`config.mk`:
```
export PLATFORM = sky130hd
export DESIGN_NAME = dmx_frame_decoder
export DESIGN_NICKNAME = d
export VERILOG_FILES = /design/src/rtl/dmx_pkg.sv /design/src/rtl/dmx_break_detect.sv /design/src/rtl/dmx_frame_decoder.sv
export SDC_FILE = /design/constraint.sdc
export NUM_CORES = 1
export LEC_CHECK = 0
export BUFFER_PORTS_ARGS = -buffer_cell sky130_fd_sc_hd__buf_2
export CAP_MARGIN = 15
export CELL_PAD_IN_SITES_DETAIL_PLACEMENT = 1
export CELL_PAD_IN_SITES_GLOBAL_PLACEMENT = 1
export CORE_MARGIN = 2
export CORE_UTILIZATION = 28
export CTS_BUF_LIST = sky130_fd_sc_hd__clkbuf_4 sky130_fd_sc_hd__clkbuf_8
export CTS_CLUSTER_DIAMETER = 60
export CTS_CLUSTER_SIZE = 20
export DETAILED_ROUTE_END_ITERATION = 10
export PLACE_DENSITY_LB_ADDON = 0.2
export SLEW_MARGIN = 20
export SYNTH_ARGS = -nofsm -noshare
export SYNTH_HDL_FRONTEND = slang
export SYNTH_SLANG_ARGS = --single-unit
```
`constraint.sdc`:
```
create_clock -name clk -period 3.1 [get_ports clk]
set_clock_uncertainty 0.2 [all_clocks]
set_input_delay 0.465 -clock clk [delete_from_list [all_inputs] [get_ports clk]]
set_output_delay 0.465 -clock clk [all_outputs]
set_load 0.01 [all_outputs]
```
`src/rtl/dmx_pkg.sv`:
```
// Shared DMX512 decoder types and constants.
// Pure definitions, no logic.
package dmx_pkg;

  typedef enum logic [2:0] {
    IDLE,
    BREAK,
    MAB,
    START,
    SLOTS
  } dmx_state_t;

  localparam int          DMX_MAX_SLOTS       = 512;
  localparam int          DMX_BREAK_MIN_16MHZ = 1408;
  localparam logic [7:0]  DMX_NULL_START      = 8'h00;

endpackage

```
`src/rtl/dmx_break_detect.sv`:
```
// rx two-flop synchroniser plus saturating low-time counter; brk_det pulses once per break.
// Latency: rx_s lags rx by 2 clocks; no backpressure, free-running.
module dmx_break_detect
  import dmx_pkg::*;
#(
  parameter int BREAK_MIN = DMX_BREAK_MIN_16MHZ
) (
  input  logic clk,
  input  logic rstn,
  input  logic rx,
  output logic rx_s,
  output logic brk_det
);

  localparam int             CW      = $clog2(BREAK_MIN + 1);
  localparam logic [CW-1:0]  CNT_MAX = CW'(BREAK_MIN);
  localparam logic [CW-1:0]  CNT_ARM = CW'(BREAK_MIN - 1);

  logic          rx_m;
  logic [CW-1:0] cnt;

  always_ff @(posedge clk) begin
    if (!rstn) begin
      rx_m <= 1'b1;
      rx_s <= 1'b1;
      cnt  <= '0;
    end else begin
      rx_m <= rx;
      rx_s <= rx_m;
      if (rx_s) begin
        cnt <= '0;
      end else if (cnt != CNT_MAX) begin
        cnt <= cnt + CW'(1);
      end
    end
  end

  // Saturation past CNT_ARM guarantees a single pulse however long the break lasts.
  assign brk_det = !rx_s && (cnt == CNT_ARM);

endmodule

```
`src/rtl/dmx_frame_decoder.sv`:
```
// DMX512 framer: break/MAB tracking, start code capture, slot write port, frame completion report.
// Latency: rx_rcv to slot_we is 1 clock; no backpressure, bytes arriving outside a frame are dropped.
module dmx_frame_decoder
  import dmx_pkg::*;
#(
  parameter int BREAK_MIN = DMX_BREAK_MIN_16MHZ,
  parameter int MAX_SLOTS = DMX_MAX_SLOTS,
  parameter int ADDR_W    = $clog2(MAX_SLOTS)
) (
  input  logic              clk,
  input  logic              rstn,
  input  logic              rx,
  input  logic [7:0]        rx_data,
  input  logic              rx_rcv,
  output logic              slot_we,
  output logic [ADDR_W-1:0] slot_addr,
  output logic [7:0]        slot_data,
  output logic [7:0]        start_code,
  output logic              frame_done,
  output logic [ADDR_W:0]   frame_slots,
  output logic              in_frame
);

  localparam int             IW      = ADDR_W + 1;
  localparam logic [IW-1:0]  IDX_MAX = IW'(MAX_SLOTS);

  logic rx_s;
  logic brk_det;

  dmx_break_detect #(
    .BREAK_MIN (BREAK_MIN)
  ) u_break_detect (
    .clk     (clk),
    .rstn    (rstn),
    .rx      (rx),
    .rx_s    (rx_s),
    .brk_det (brk_det)
  );

  dmx_state_t        state, state_nxt;
  logic [IW-1:0]     idx, idx_nxt;
  logic              we_nxt;
  logic [ADDR_W-1:0] addr_nxt;
  logic [7:0]        data_nxt;
  logic [7:0]        sc_nxt;
  logic              done_nxt;
  logic [IW-1:0]     fs_nxt;
  logic              in_frame_nxt;

  always_comb begin
    state_nxt = state;
    idx_nxt   = idx;
    we_nxt    = 1'b0;
    addr_nxt  = slot_addr;
    data_nxt  = slot_data;
    sc_nxt    = start_code;
    done_nxt  = 1'b0;
    fs_nxt    = frame_slots;
    case (state)
      IDLE: begin
        if (brk_det) state_nxt = BREAK;
      end
      BREAK: begin
        // The UART's framing-error byte during the break lands here and is dropped.
        if (rx_s) state_nxt = MAB;
      end
      MAB: begin
        if (brk_det) begin
          state_nxt = BREAK;
        end else if (rx_rcv) begin
          sc_nxt    = rx_data;
          idx_nxt   = '0;
          state_nxt = START;
        end
      end
      START, SLOTS: begin
        state_nxt = SLOTS;
        if (brk_det) begin
          done_nxt  = 1'b1;
          fs_nxt    = idx;
          idx_nxt   = '0;
          state_nxt = BREAK;
        end else if (idx == IDX_MAX) begin
          done_nxt  = 1'b1;
          fs_nxt    = idx;
          idx_nxt   = '0;
          state_nxt = IDLE;
        end else if (rx_rcv) begin
          we_nxt   = 1'b1;
          addr_nxt = idx[ADDR_W-1:0];
          data_nxt = rx_data;
          idx_nxt  = idx + IW'(1);
        end
      end
      default: state_nxt = IDLE;
    endcase
    in_frame_nxt = (state_nxt == START) || (state_nxt == SLOTS);
  end

  always_ff @(posedge clk) begin
    if (!rstn) begin
      state       <= IDLE;
      idx         <= '0;
      slot_we     <= 1'b0;
      slot_addr   <= '0;
      slot_data   <= '0;
      start_code  <= DMX_NULL_START;
      frame_done  <= 1'b0;
      frame_slots <= '0;
      in_frame    <= 1'b0;
    end else begin
      state       <= state_nxt;
      idx         <= idx_nxt;
      slot_we     <= we_nxt;
      slot_addr   <= addr_nxt;
      slot_data   <= data_nxt;
      start_code  <= sc_nxt;
      frame_done  <= done_nxt;
      frame_slots <= fs_nxt;
      in_frame    <= in_frame_nxt;
    end
  end

endmodule
```
==> flow_metrics.py <==
metrics = {
    "status": {
        "outcome": "completed",
    },
    "synth": {
        "synthMuxAreaShare": 0.0748,
        "avgSynthCellArea_sq_um": 8.92,
        "synthSimpleGateAreaFrac": 0.270,
        "yosysSeqAreaShare": 0.476,
        "async_reset_ff_frac": 0,
        "synth_top_family_by_area": "simple AND/OR/NAND/NOR gates",
        "yosysWarningCount": 0,
        "synthesis.nets": 318,
        "ys_ff_latch": 64,
        "synth_area_sq_mm": 0.00269,
        "synth_compound_area_frac": 0.0915,
        "ys.flop_type": "dfxtp_1",
        "ys_types": 46,
        "synth-adder-area-share": 0.0186,
        "synth-edff-count": 0,
        "syn_inst": 302,
        "synth_xor_area_frac": 0.0325,
    },
    "sta": {
        "hold_violations": 0,
        "drv_slew": 0,
        "period_minus_slack_ps": 2500,
        "slew_headroom": 0.559,
        "fin_crit_sh": 0.807,
        "setup_tns_ps": 0,
        "rsz0062_at_grt": "false",
        "setup-violations-final": 0,
        "worst_pin_slew_ps": 655,
        "hold-worst-slack_ps": 143,
        "fmax_mhz": 400,
    },
    "pwr": {
        "p_comb_frac": 0.022,
        "switching_share": 0.226,
        "clkPwrFrac": 0.466,
        "seq_power_share": 0.512,
        "ir_worst_vdd_v": 0.000254,
        "leakagePower_nw": 1.33,
        "p_per_area_mw_per_mm2": 486,
        "internal_power_mw": 1.25,
        "p_switching_uw": 364,
    },
    "finish": {
        "finalNetCount": 370,
        "synthToLayoutAreaGrowth_pct": 23.1,
        "final_cell_mix": "dfxtp_1, buf_2, nor2_1, nand2_1, nand3_1",
        "stdcell_count": 488,
        "num_antenna_cells": 0,
        "drive_above_1_share": 0.237,
        "layout_commonest_cell": "dfxtp_1",
        "fill_cells": 1141,
    },
    "worst_setup_path": {
        "path_cells": "ha_1 > nand4_2 > or4b_4 > and4_1 > buf_12 > nand3_1 > o21ai_1",
        "path_class": "flip-flop to flip-flop",
        "crit_required_ps": 3120,
        "max_stage_delay_ps": 560,
        "worst-path-stages": 7,
        "end_kind": "flip-flop",
        "crit_family": "simple AND/OR/NAND/NOR gates",
        "path_buf_inv": 1,
        "cp-start-kind": "flip-flop",
        "r2r_cells": 7,
        "arrival_ps": 2520,
        "crit_fanout": 22,
        "cpMaxStageDelayCell": "or4b_4",
    },
    "global_route": {
        "antenna_found_initial": 0,
        "grt_util_met3": 0.0424,
        "grt_pass1_wl_mm": 11.8,
        "grtUsageMet2": 0.221,
        "grt_use_met1": 0.198,
        "grt_overflow": 0,
        "grt-busiest-layer": "met2",
        "grt_pass1_vias": 2315,
        "track_usage": 0.146,
        "grt_max_degree": 40,
    },
    "detailed_routing": {
        "vias_per_cell": 4.73,
        "vias": 2306,
        "ant_nets": 0,
        "wl_per_cell_um": 14.4,
        "wl_mm": 7.04,
        "drc_errors": 0,
        "first_iter_violations": 76,
        "dr.pass1.iters": 4,
    },
    "clock_network": {
        "path_clk_slew_ps": 80,
        "hold_buffers": 0,
        "cts_buffer_depth": 2,
        "cts_setup_buffers": 0,
        "cts.sinks": 64,
        "h-tree-depth": 3,
        "cts_tree": "done",
        "postCtsResizedCells": 0,
        "numCtsBuffers": 9,
        "cts_root_buf": "clkbuf_8",
        "insertion_delay_ps": 330,
    },
    "placement": {
        "dp_hpwl_mm": 5.00,
        "place_inst": 472,
        "io_buffers": 49,
        "place_congestion": 0.739,
    },
    "hold_path": {
        "hold_path_class": "input pin to flip-flop",
        "min_path_cells": 2,
    },
    "floorplanning": {
        "rows": 35,
        "die_h_um": 102,
        "initial_core_util": 0.290,
        "coreArea_sq_mm": 0.00928,
        "io_pins": 50,
        "die-width_um": 102,
        "die-area_sq_mm": 0.0104,
    },
    "job": {
        "cap_violations": 0,
    },
}
worst register-to-register path: cells and delay by family, from the launching register on:
kind	cells	cell delay [ps]
fa+ha+maj	1	240
buf+inv	1	260
flops	1	390
simple gates	4	1220
compound gates	1	70
routing by layer:
layer	vias to the layer above	share of wire
met3	7	0.051
met1	1093	0.50
met2	45	0.44
met4	0	0.014
met5	-	0
li1	1161	-
per-stage QoR:
step / power, mW / setup slack, ps / instance area [sq um] / utilization
floorplan: 0.861 / 893 / 2690 / -
global placement: 0.879 / 697 / 3110 / 0.335
detailed placement: 0.879 / 609 / 3110 / 0.335
CTS: 1.63 / 580 / 3320 / 0.357
global route: 1.68 / 444 / 3320 / 0.357
finish: 1.61 / 600 / 3320 / 0.357
registers in the layout, indices dropped and copies added (netlist names):
name	count
frame_done	1
frame_slots	10
idx	10
in_frame	1
slot_addr	9
slot_data	8
slot_we	1
start_code	8
state	3
u_break_detect.cnt	11
u_break_detect.rx_m	1
u_break_detect.rx_s	1
cell families after synthesis:
family | after synthesis
muxes | 20
DFF | 64
and+or+nand+nor | 139
AOI/OAI and AO/OA | 41
adders and majority gates | 4
buffers and inverters | 24
xor gates and xnor gates | 10
area by class of cell:
class,count,area [sq um],share of cell area
Clock buffer,11,151,0.0457
Clock inverter,5,55.1,0.0166
Inverter,8,30.0,0.00906
Multi-Input combinational cell,214,1320,0.398
Sequential cell,64,1280,0.386
Tap cell,129,161,0.0487
Timing Repair Buffer,57,318,0.0958
final timing paths:
| kind | start | endpoint | slack [ps] |
|---|---|---|---|
| max reg2reg | u_break_detect.cnt[1] | slot_addr[7] | 600 |
| max | u_break_detect.cnt[1] | slot_addr[7] | 600 |
| min | rx | u_break_detect.rx_m | 140 |
| min reg2reg | u_break_detect.rx_m | u_break_detect.rx_s | 210 |
Yosys cell counts, drive strengths merged, types with 7 or more instances:
master   n  area (sq um)
mux2i   19           190
o21ai   20           100
and3     7          43.8
nand2   26          97.6
nor2    39           146
nand4    8          71.3
inv      7          26.3
buf      8          40.0
nor3    12          60.1
nand3   21           105
dfxtp   64          1280
clkbuf   8          30.0
power groups by stage:
stage	clock network (mW)	registers (mW)	logic (mW)
2_1_floorplan	0	0.843	0.0183
3_3_place_gp	0	0.843	0.0354
3_5_place_dp	0	0.844	0.0358
4_1_cts	0.771	0.824	0.0359
5_1_grt	0.815	0.824	0.0395
6_report	0.750	0.824	0.0352
(Power assumes the default switching activity.)
